File: config.mk
export PLATFORM = sky130hd
export DESIGN_NAME = mips_data_mem_arbiter
export DESIGN_NICKNAME = d
export VERILOG_FILES = /design/src/rtl/mips_data_mem_arbiter.sv
export SDC_FILE = /design/constraint.sdc
export NUM_CORES = 1
export LEC_CHECK = 0
export CAP_MARGIN = 20
export CORE_AREA = 3 3 115 117
export DETAILED_ROUTE_END_ITERATION = 10
export DIE_AREA = 0 0 118 120
export PLACE_DENSITY = 0.6
export SYNTH_ARGS = -nofsm -noshare
export SYNTH_HDL_FRONTEND = slang
export SYNTH_SLANG_ARGS = --single-unit
File: constraint.sdc
create_clock -name clk -period 3.45 [get_ports clk]
set_input_delay 0.345 -clock clk [delete_from_list [all_inputs] [get_ports clk]]
set_output_delay 0.345 -clock clk [all_outputs]
set_load 0.02 [all_outputs]
File: src/rtl/mips_data_mem_arbiter.sv
// Two-master (CPU / DMA) arbiter in front of the single-port MIPS data memory.
// Round-robin ownership with bounded bursts; read responses are tagged back to their issuer.
module mips_data_mem_arbiter #(
  parameter int MAX_BURST = 4
) (
  input  logic        clk,
  input  logic        reset,
  input  logic        clk_enable,
  input  logic        cpu_read,
  input  logic        cpu_write,
  input  logic [31:0] cpu_address,
  input  logic [31:0] cpu_writedata,
  output logic        cpu_waitrequest,
  output logic [31:0] cpu_readdata,
  output logic        cpu_readvalid,
  input  logic        dma_read,
  input  logic        dma_write,
  input  logic [31:0] dma_address,
  input  logic [31:0] dma_writedata,
  output logic        dma_waitrequest,
  output logic [31:0] dma_readdata,
  output logic        dma_readvalid,
  output logic [31:0] mem_address,
  output logic [31:0] mem_writedata,
  output logic        mem_write,
  output logic        mem_read,
  input  logic [31:0] mem_readdata,
  output logic        grant_dma
);

  localparam int BW = $clog2(MAX_BURST + 1);
  localparam logic [BW-1:0] BURST_MAX = BW'(MAX_BURST);

  typedef enum logic [1:0] {
    OWN_NONE = 2'd0,
    OWN_CPU  = 2'd1,
    OWN_DMA  = 2'd2
  } owner_e;

  owner_e          owner_r, owner_next_s;
  owner_e          rr_last_r, rr_last_next_s;
  owner_e          grant_s, other_s;
  logic [BW-1:0]   beats_r, beats_next_s;
  logic            pend_valid_r, pend_valid_next_s;
  logic            pend_who_r, pend_who_next_s;   // 1 = DMA issued the pending read
  logic            cpu_req_s, dma_req_s;
  logic            owner_req_s, other_req_s;
  logic            issue_en_s, issue_rd_s;

  assign cpu_req_s  = cpu_read | cpu_write;
  assign dma_req_s  = dma_read | dma_write;
  // Nothing reaches the memory while frozen or held in reset.
  assign issue_en_s = clk_enable & reset;

  // State register: ownership, burst count, round-robin pointer and response tag.
  always_ff @(posedge clk or negedge reset) begin
    if (!reset) begin
      owner_r      <= OWN_NONE;
      rr_last_r    <= OWN_DMA;
      beats_r      <= {BW{1'b0}};
      pend_valid_r <= 1'b0;
      pend_who_r   <= 1'b0;
    end else begin
      owner_r      <= owner_next_s;
      rr_last_r    <= rr_last_next_s;
      beats_r      <= beats_next_s;
      pend_valid_r <= pend_valid_next_s;
      pend_who_r   <= pend_who_next_s;
    end
  end

  // Grant selection for the current cycle.
  always_comb begin
    grant_s     = OWN_NONE;
    owner_req_s = 1'b0;
    other_req_s = 1'b0;
    other_s     = OWN_NONE;
    case (owner_r)
      OWN_CPU: begin
        owner_req_s = cpu_req_s;
        other_req_s = dma_req_s;
        other_s     = OWN_DMA;
      end
      OWN_DMA: begin
        owner_req_s = dma_req_s;
        other_req_s = cpu_req_s;
        other_s     = OWN_CPU;
      end
      default: begin
        owner_req_s = 1'b0;
        other_req_s = 1'b0;
        other_s     = OWN_NONE;
      end
    endcase

    if (owner_r == OWN_NONE) begin
      if (cpu_req_s && dma_req_s) begin
        grant_s = (rr_last_r == OWN_CPU) ? OWN_DMA : OWN_CPU;
      end else if (cpu_req_s) begin
        grant_s = OWN_CPU;
      end else if (dma_req_s) begin
        grant_s = OWN_DMA;
      end else begin
        grant_s = OWN_NONE;
      end
    end else if (owner_req_s && ((beats_r < BURST_MAX) || !other_req_s)) begin
      grant_s = owner_r;
    end else if (other_req_s) begin
      grant_s = other_s;
    end else begin
      // An illegal owner encoding also lands here and falls back to NONE.
      grant_s = OWN_NONE;
    end
  end

  // Read-with-write is issued as a write only, so only a pure read is tagged.
  always_comb begin
    case (grant_s)
      OWN_CPU: issue_rd_s = cpu_read & ~cpu_write;
      OWN_DMA: issue_rd_s = dma_read & ~dma_write;
      default: issue_rd_s = 1'b0;
    endcase
  end

  // Next-state logic, applied only on enabled edges.
  always_comb begin
    owner_next_s      = owner_r;
    rr_last_next_s    = rr_last_r;
    beats_next_s      = beats_r;
    pend_valid_next_s = pend_valid_r;
    pend_who_next_s   = pend_who_r;
    if (clk_enable) begin
      if (grant_s == OWN_NONE) begin
        owner_next_s = OWN_NONE;
        beats_next_s = {BW{1'b0}};
      end else if (grant_s == owner_r) begin
        beats_next_s = (beats_r < BURST_MAX) ? (beats_r + BW'(1)) : BURST_MAX;
      end else begin
        owner_next_s   = grant_s;
        rr_last_next_s = grant_s;
        beats_next_s   = BW'(1);
      end
      pend_valid_next_s = issue_rd_s;
      pend_who_next_s   = (grant_s == OWN_DMA);
    end else begin
      pend_valid_next_s = pend_valid_r;
      pend_who_next_s   = pend_who_r;
    end
  end

  // Output logic: memory port mux, wait-requests and response routing.
  always_comb begin
    mem_address   = 32'd0;
    mem_writedata = 32'd0;
    mem_write     = 1'b0;
    mem_read      = 1'b0;
    if (issue_en_s) begin
      case (grant_s)
        OWN_CPU: begin
          mem_address   = cpu_address;
          mem_writedata = cpu_writedata;
          mem_write     = cpu_write;
          mem_read      = cpu_read & ~cpu_write;
        end
        OWN_DMA: begin
          mem_address   = dma_address;
          mem_writedata = dma_writedata;
          mem_write     = dma_write;
          mem_read      = dma_read & ~dma_write;
        end
        default: begin
          mem_address   = 32'd0;
          mem_writedata = 32'd0;
          mem_write     = 1'b0;
          mem_read      = 1'b0;
        end
      endcase
    end else begin
      mem_address   = 32'd0;
      mem_writedata = 32'd0;
      mem_write     = 1'b0;
      mem_read      = 1'b0;
    end

    cpu_waitrequest = cpu_req_s & ~(issue_en_s & (grant_s == OWN_CPU));
    dma_waitrequest = dma_req_s & ~(issue_en_s & (grant_s == OWN_DMA));

    cpu_readvalid = pend_valid_r & ~pend_who_r;
    dma_readvalid = pend_valid_r & pend_who_r;
    cpu_readdata  = cpu_readvalid ? mem_readdata : 32'd0;
    dma_readdata  = dma_readvalid ? mem_readdata : 32'd0;

    grant_dma = (owner_r == OWN_DMA);
  end

endmodule

==> impl_metrics.yaml, run 1 <==
detailed_routing:
  wl_per_cell_um: 16.9
  drc_errors: 0
  wirelength_um: 13700
  vias: 3729
  drt_iter0_markers: 168
  antenna_left: 0
  drt-pass1-iter-count: 5
  vias_per_cell: 4.62
sta:
  worst_slew_pin_slew_ps: 298
  slew_headroom: 0.800
  final.setup.tns_ps: 0
  final-setup-viol-count: 0
  fin_skew_ps: 2.68
  drv_slew: 0
  report.final.hold_viol_count: 0
  max_freq_mhz: 301
  timing.hold.ws_ps: 497
  period_needed_ps: 3320
  rsz0062_at_grt: "yes"
  min_period_over_period: 0.963
global_route:
  grt_pass1_vias: 3780
  grt_pass1_wl_um: 20000
  grt_usage: 0.175
  grt_max_degree: 37
  antenna_found_initial: 0
  overflow: 0
pwr:
  clock_power_share: 0.052
  p_leak_nw: 2.43
  ir_drop_v: 0.000388
  power_mw: 3.91
  comb_power_share: 0.899
  switching_share: 0.491
  p_int_mw: 1.99
  p_sw_mw: 1.92
  seq_power_share: 0.049
  power_density_nw_per_um2: 705
synthesis:
  yosysSeqAreaShare: 0.109
  async_flop_share: 1.00
  synth_top_flop_cell: "dfrtp_1"
  synth_area_um2: 2070
  synth.yosys.warnings: 0
  yosysUniqueCellTypes: 41
  synth-seq-cells: 9
  synth_edf_count: 0
  synth_cells: 312
  avgSynthCellArea_um2: 6.64
  synth_nets: 488
cts:
  clock_latency_ps: 230
  cts_sinks: 9
  clk_path_buf_depth: 2
  clockRootBuffer: "clkbuf_16"
  htree_num_levels: 1
  clk_pin_slew_worst_paths_ps: 40
  cts_buffers: 3
  tritoncts: "built"
placed_design:
  gp_congestion: 0.900
  portBuffers: 301
  post_dp_cell_area_um2: 5580
  hpwl_um: 11400
floorplan:
  die_w_um: 118
  core_region_area_um2: 12500
  fp.dieH_um: 120
  start_util: 0.166
  dieArea_um2: 14200
  placementRows: 41
  num_io_pins: 302
finish:
  fin_util: 0.445
  nFillCells: 1275
  diodes: 0
  multi_input_area_um2: 1770
  drive_gt1_frac: 0.220
  finalNetCount: 812
  seq_area_um2: 226
  syn2layout_area_growth_pct: 167
  design_area_um2: 5550
status:
  status: "completed"
worst_setup_path:
  critical_path.max_fanout: 14
  path_class: "in -> out"
  cp.arrival_ps: 2980
  start_kind: "input port"
  cp-end-kind: "output pin"
  reg2reg_depth: 16
  cp_data_required_time_ps: 3110
worst_hold_path:
  worstHoldPathType: "in -> async"
job:
  maxCapViolCount: 0
-- layout by cell type, fill, tap and decap left out, drive strengths merged, types with 4 or more instances in the layout --
cell type      instances
inv                    7
ha                     9
dfrtp                  8
buf                  109
nand2                  4
o2111ai                4
mux2                   4
clkdlybuf4s50        231
clkbuf                 9
nor2                  71
and2                  33
a22oi                 65
and3                  34
-- worst max-delay path, cell delays in order --
cell             delay (ps)
clkdlybuf4s50_1         440
or2_4                   240
and3_4                  170
o21ai_4                 180
mux2i_1                 210
o21a_1                  150
inv_1                    60
ha_1                    310
nand3b_1                160
buf_4                   170
bufbuf_16               280
nor2_1                  110
buf_4                   150
-- final cells by class --
cell class | instances | area share
timing repair buffer | 351 | 0.582
multi-input combinational | 264 | 0.319
sequential | 9 | 0.0408
tap | 172 | 0.0388
clock buffer | 4 | 0.0142
inverter | 7 | 0.00474
-- state kept, by name, indices dropped and copies added, names as in the netlist --
name	flops
pend_who_r	1
beats_r	3
pend_valid_r	1
owner_r	2
rr_last_r	2
-- metrics by stage --
step,setup WS [ps],std cells
6_report,128,807
3_5_place_dp,-386,799
4_1_cts,0.287,805
2_1_floorplan,72.2,312
5_1_grt,-65.5,807
3_3_place_gp,-302,799
-- cells by family (layout without fill, tap and decap cells) --
logic type | Yosys count | in the layout | share of synthesized area
flops | 9 | 9 | 0.109
buf+inv | 39 | 362 | 0.0706
fa+ha+maj | 9 | 9 | 0.0543
xor+xnor | 1 | 1 | 0.00423
mux | 7 | 7 | 0.0380
compound gates | 95 | 95 | 0.349
simple gates | 152 | 152 | 0.374
-- synthesized netlist by cell type, drive strengths merged, types with 3 or more instances --
library cell	number	area, um^2
a21oi	3	15.0
a22oi	65	488
a31oi	3	18.8
and2	33	206
and3	34	218
buf	10	37.5
clkbuf	22	82.6
dfrtp	8	200
ha	9	113
inv	7	26.3
mux2	4	48.8
mux2i	3	30.0
nand2	4	15.0
nor2	71	267
o2111ai	4	35.0
o211ai	3	22.5
o21a	3	22.5
o21ai	3	26.3
o31ai	3	22.5
-- power groups by stage --
stage	clock network, mW	logic, mW	registers [mW]
after floorplan	0	1.82	0.193
after global placement	0	3.44	0.187
after detailed placement	0	3.46	0.190
after CTS	0.204	3.50	0.189
after global routing	0.212	3.80	0.198
final	0.202	3.52	0.193
-- path summary, 6_finish.rpt --
| path | startpoint | end | slack [ps] |
|---|---|---|---|
| min in group clk | rr_last_r[0] | rr_last_r[0] | 520 |
| hold reg to reg | rr_last_r[0] | rr_last_r[0] | 520 |
| max in group asynchronous | reset | rr_last_r[1] | 2720 |
| setup reg to reg | owner_r[0] | pend_valid_r | 590 |
| hold / removal | reset | pend_who_r | 500 |
| setup / recovery | dma_read | mem_address[21] | 130 |
-- what timing repair did --
action                     4_1_cts  5_1_grt
gates cloned                     1        0
resized for setup              201       88
setup buffers                    1        2
setup endpoints to repair       63       67
hold buffers                     0        0
pin swaps                        0        1
-- metal layers --
| metal | track usage | wire (um) | up-vias |
|---|---|---|---|
| li1 | - | - | 1789 |
| met1 | 0.180 | 4860 | 1701 |
| met2 | 0.349 | 7360 | 223 |
| met3 | 0.0500 | 1220 | 16 |
| met4 | 0.0344 | 214 | 0 |
| met5 | 0 | 0 | - |
Power figures use the tool's default switching activity.
==> run 2, diff against run 1 <==
--- a/config.mk
+++ b/config.mk
@@ -6,10 +6,11 @@
 export NUM_CORES = 1
 export LEC_CHECK = 0
 export CAP_MARGIN = 20
-export CORE_AREA = 3 3 115 117
+export CORE_AREA = 3 3 116 118
 export DETAILED_ROUTE_END_ITERATION = 10
-export DIE_AREA = 0 0 118 120
-export PLACE_DENSITY = 0.6
+export DIE_AREA = 0 0 119 121
+export DONT_BUFFER_PORTS = 1
+export PLACE_DENSITY = 0.3
 export SYNTH_ARGS = -nofsm -noshare
 export SYNTH_HDL_FRONTEND = slang
 export SYNTH_SLANG_ARGS = --single-unit
==> impl_metrics.yaml, run 2 (synthesis results as in run 1) <==
finish:
  nFillCells: 1385
  design_area_um2: 3200
  diodes: 0
  mostFrequentLayoutCells: "buf_4, a22oi_1, nor2_1"
  syn2layout_area_growth_pct: 54.6
  finalNetCount: 557
  layout_commonest_cell: "buf_4"
  top_regs: "beats_r (3), owner_r (2), rr_last_r (2)"
  top_register: "beats_r"
  drive_gt1_frac: 0.379
  largest_reg_flops: 3
detailed_routing:
  vias: 2804
  wirelength_um: 11700
  antenna_left: 0
  drt_iter0_markers: 113
  drc_errors: 0
  drt-pass1-iter-count: 5
  vias_per_cell: 5.08
  wl_per_cell_um: 21.1
worst_setup_path:
  critPathMaxStageDelay_ps: 420
  start_kind: "flip-flop"
  path_class: "reg -> out"
  crit_chain: "inv_1 -> ha_2 -> buf_4 -> and3_4 -> o21ai_4 -> mux2i_2 -> mux2i_4 -> buf_4 -> inv_2 -> ha_2 -> buf_4 -> a22oi_1 -> nor2_2 -> buf_4"
  crit_slowest_cell: "dfrtp_2"
  cp-end-kind: "output pin"
  cp_data_required_time_ps: 3110
  critPathMostFrequentCell: "buf_4"
  critical_path.max_fanout: 16
  cp.arrival_ps: 2950
  rrSetupSlack_ps: 630
cts:
  clk_pin_slew_worst_paths_ps: 40
  clockRootBuffer: "clkbuf_16"
  tritoncts: "built"
  clock_latency_ps: 230
  clk_path_buf_depth: 2
  htree_num_levels: 1
  cts_buffers: 3
  cts_sinks: 9
global_route:
  grt_max_degree: 64
  grt_pass1_wl_um: 14500
  grtUsageMet3: 0.0233
  grt.busiest_layer: "met2"
  use_met1: 0.152
  gr-usage-met2: 0.241
  overflow: 0
  grt_pass1_vias: 2541
  grt_usage: 0.129
  antenna_found_initial: 1
pwr:
  power_mw: 3.46
  ir_drop_v: 0.000424
  p_leak_nw: 1.40
  power_density_nw_per_um2: 1080
placed_design:
  gp_congestion: 0.821
  portBuffers: 0
  dp_slack_ps: 208
  hpwl_um: 9200
  post_dp_cell_area_um2: 2840
floorplan:
  start_util: 0.165
  fp.dieH_um: 121
  placementRows: 41
  dieArea_um2: 14400
  die_w_um: 119
  core_region_area_um2: 12600
  num_io_pins: 302
sta:
  fin_skew_ps: 0.836
  report.final.hold_viol_count: 0
  final-setup-viol-count: 0
  period_needed_ps: 3290
  timing.hold.ws_ps: 198
  fin_ws_ps: 157
  max_freq_mhz: 304
  worst_slew_pin_slew_ps: 1020
  drv_slew: 0
  slew_headroom: 0.319
  min_period_over_period: 0.955
  final.setup.tns_ps: 0
job:
  maxCapViolCount: 0
worst_hold_path:
  worstHoldPathType: "in -> reg"
status:
  status: "completed"
## run 2: metrics by stage
stage	std cells	utilization
2_1_floorplan	312	-
3_3_place_gp	536	0.226
3_5_place_dp	536	0.226
4_1_cts	541	0.234
5_1_grt	552	0.255
6_report	552	0.255
## run 2: final cells by class
type                            count  area (um^2)  share of cell area
Clock buffer                        4         78.8              0.0246
Inverter                            7         26.3             0.00820
Multi-Input combinational cell    264         1840               0.573
Sequential cell                     9          229              0.0715
Tap cell                          172          215              0.0672
Timing Repair Buffer               96          818               0.255
## run 2: final timing paths
kind,to,cells past startpoint,start
max,mem_address[16],14,owner_r[0]
min,beats_r[2],1,clk_enable
max reg2reg,rr_last_r[1],13,owner_r[1]
min reg2reg,beats_r[1],1,beats_r[1]
max in group asynchronous,rr_last_r[1],1,reset
min in group asynchronous,beats_r[2],1,reset
## run 2: timing repair
action | in CTS | in global routing
endpoints found under the setup margin | 63 | 66
resized for setup | 2 | 44
endpoints found under the hold margin | 9 | 0
pin swaps | 0 | 7
hold buffers | 1 | 0
cloned | 0 | 4
setup buffers | 0 | 7
## run 2: worst max-delay path: cells and delay by family (launching register included)
| family | cells | cell delay, ps |
|---|---|---|
| DFF | 1 | 420 |
| adders and majority gates | 2 | 420 |
| muxes | 2 | 420 |
| and+or+nand+nor | 2 | 280 |
| buffers and inverters | 6 | 860 |
| AOI/OAI and AO/OA | 2 | 320 |
## run 2: metal layers
layer / vias to the layer above / share of wire / wire (um)
met3: 12 / 0.079 / 923
met2: 201 / 0.51 / 5950
met1: 1313 / 0.40 / 4610
li1: 1276 / - / -
met5: - / 0.0011 / 13
met4: 2 / 0.014 / 159
## run 2: power breakdown
group / switching, mW / internal (mW)
Combinational: 1.81 / 1.24
Clock: 0.0480 / 0.154
Sequential: 0.0490 / 0.156
==> run 3, diff against run 2 <==
==> constraint.sdc (replaced) <==
create_clock -name clk -period 2.69 [get_ports clk]
set_input_delay 0.269 -clock clk [delete_from_list [all_inputs] [get_ports clk]]
set_output_delay 0.269 -clock clk [all_outputs]
set_load 0.005 [all_outputs]
==> impl_metrics.yaml, run 3 (synthesis results as in run 1) <==
finish:
  finalNetCount: 518
  mostFrequentLayoutCells: "nor2_4, a22oi_2, buf_4"
  drive_gt1_frac: 0.616
  design_area_um2: 3840
  layout_commonest_cell: "nor2_4"
  top_register: "beats_r"
  largest_reg_flops: 3
  diodes: 0
  syn2layout_area_growth_pct: 85.4
  top_regs: "beats_r (3), owner_r (2), rr_last_r (2)"
floorplan:
  core_region_area_um2: 12600
  placementRows: 41
  num_io_pins: 302
  start_util: 0.165
  dieArea_um2: 14400
  die_w_um: 119
  fp.dieH_um: 121
sta:
  fin_skew_ps: 3.11
  fin_ws_ps: -302
  slew_headroom: 0.658
  report.final.hold_viol_count: 0
  rsz0062_at_grt: "yes"
  drv_slew: 0
  max_freq_mhz: 334
  final.setup.tns_ps: -16650
  period_needed_ps: 2990
  final-setup-viol-count: 67
  min_period_over_period: 1.11
  worst_slew_pin_slew_ps: 511
detailed_routing:
  wl_met3_um: 1070
  drt_iter0_markers: 141
  wl_per_cell_um: 23.9
  drc_errors: 0
  wl_met1_um: 5010
  antenna_left: 0
  drt-pass1-iter-count: 6
  vias: 2702
  topRoutingLayerUsed: "met5"
  vias_per_cell: 5.27
  wirelength_um: 12200
  dr_wl_met2_um: 5990
worst_hold_path:
  worstHoldPathType: "in -> reg"
cts:
  cts_sinks: 9
  clk_pin_slew_worst_paths_ps: 40
  cts_buffers: 3
  tritoncts: "built"
  clock_latency_ps: 230
  clockRootBuffer: "clkbuf_16"
  clk_path_buf_depth: 2
  htree_num_levels: 1
worst_setup_path:
  start_kind: "flip-flop"
  cp-end-kind: "output pin"
  cp_data_required_time_ps: 2420
  crit_chain: "inv_4 -> ha_4 -> buf_6 -> and3_4 -> o21ai_4 -> mux2i_1 -> mux2i_2 -> buf_4 -> inv_4 -> ha_4 -> buf_6 -> a22oi_1 -> nor2_4"
  path_class: "reg -> out"
  cp_top_family: "buffers and inverters"
  path_buf_inv: 5
  critical_path.max_fanout: 19
  crit_slowest_cell: "dfrtp_2"
  rrSetupSlack_ps: 10
  critPathMaxStageDelay_ps: 410
  cp.arrival_ps: 2720
global_route:
  grt_pass1_wl_um: 15600
  antenna_found_initial: 1
  grt_max_degree: 35
  overflow: 0
  grt_pass1_vias: 2465
  grt_usage: 0.139
placed_design:
  post_dp_cell_area_um2: 2770
  hpwl_um: 9010
  portBuffers: 0
  gp_congestion: 0.720
status:
  status: "complete, but fails checks"
  violations: "negative setup slack"
pwr:
  power_density_nw_per_um2: 1520
  p_leak_nw: 1.30
  ir_drop_v: 0.000561
job:
  maxCapViolCount: 0
run 3: changes by cell type in the layout (fill, tap and decap cells not counted), moves of 18 or more:
cell / previous run / this run
buf_4: 85 / 34
a22oi_2: 1 / 57
nor2_1: 48 / 8
nor2_2: 20 / 2
a22oi_1: 64 / 8
nor2_4: 3 / 61
run 3: repair_timing:
item,CTS,global route
hold buffers,1,0
resized for setup,69,95
pin swaps,11,51
gates cloned,4,5
setup buffers,9,4
endpoints found under the hold margin,9,0
setup endpoints to repair,70,74
run 3: layout make-up:
class | instances | area, um^2
tap | 172 | 215
multi-input combinational | 264 | 2600
timing repair buffer | 57 | 684
clock buffer | 4 | 78.8
sequential | 9 | 229
fill | 1312 | 8720
inverter | 7 | 36.3
run 3: per-stage QoR:
step | power (mW) | worst slack, ps | cells | util | hold slack [ps]
2_1_floorplan | 2.89 | -93.2 | 312 | - | -26.6
3_3_place_gp | 3.73 | -208 | 488 | 0.221 | -26.0
3_5_place_dp | 3.71 | -205 | 488 | 0.221 | -26.0
4_1_cts | 4.94 | -341 | 505 | 0.262 | 123
5_1_grt | 6.25 | -453 | 513 | 0.306 | 102
6_report | 5.86 | -302 | 513 | 0.306 | 109
run 3: path summary, 6_finish.rpt:
path,start,depth (start not counted),to
worst max-delay path,owner_r[0],13,mem_writedata[15]
worst min-delay path,clk_enable,1,beats_r[2]
worst max register to register,owner_r[0],15,pend_valid_r
worst min register to register,beats_r[1],1,beats_r[1]
max in group asynchronous,reset,1,owner_r[1]
min in group asynchronous,reset,1,owner_r[0]
run 3: routing by layer:
metal	track usage	up-vias
met5	0	-
met4	0.0333	2
met3	0.0392	8
met2	0.223	161
met1	0.185	1323
li1	-	1208
run 3: report_power, final:
| group | internal [mW] | leakage, nW | total [mW] | switching (mW) |
|---|---|---|---|---|
| clock network | 0.199 | 0.0382 | 0.267 | 0.0680 |
| registers | 0.200 | 0.112 | 0.255 | 0.0551 |
| logic | 2.35 | 1.15 | 5.34 | 2.99 |
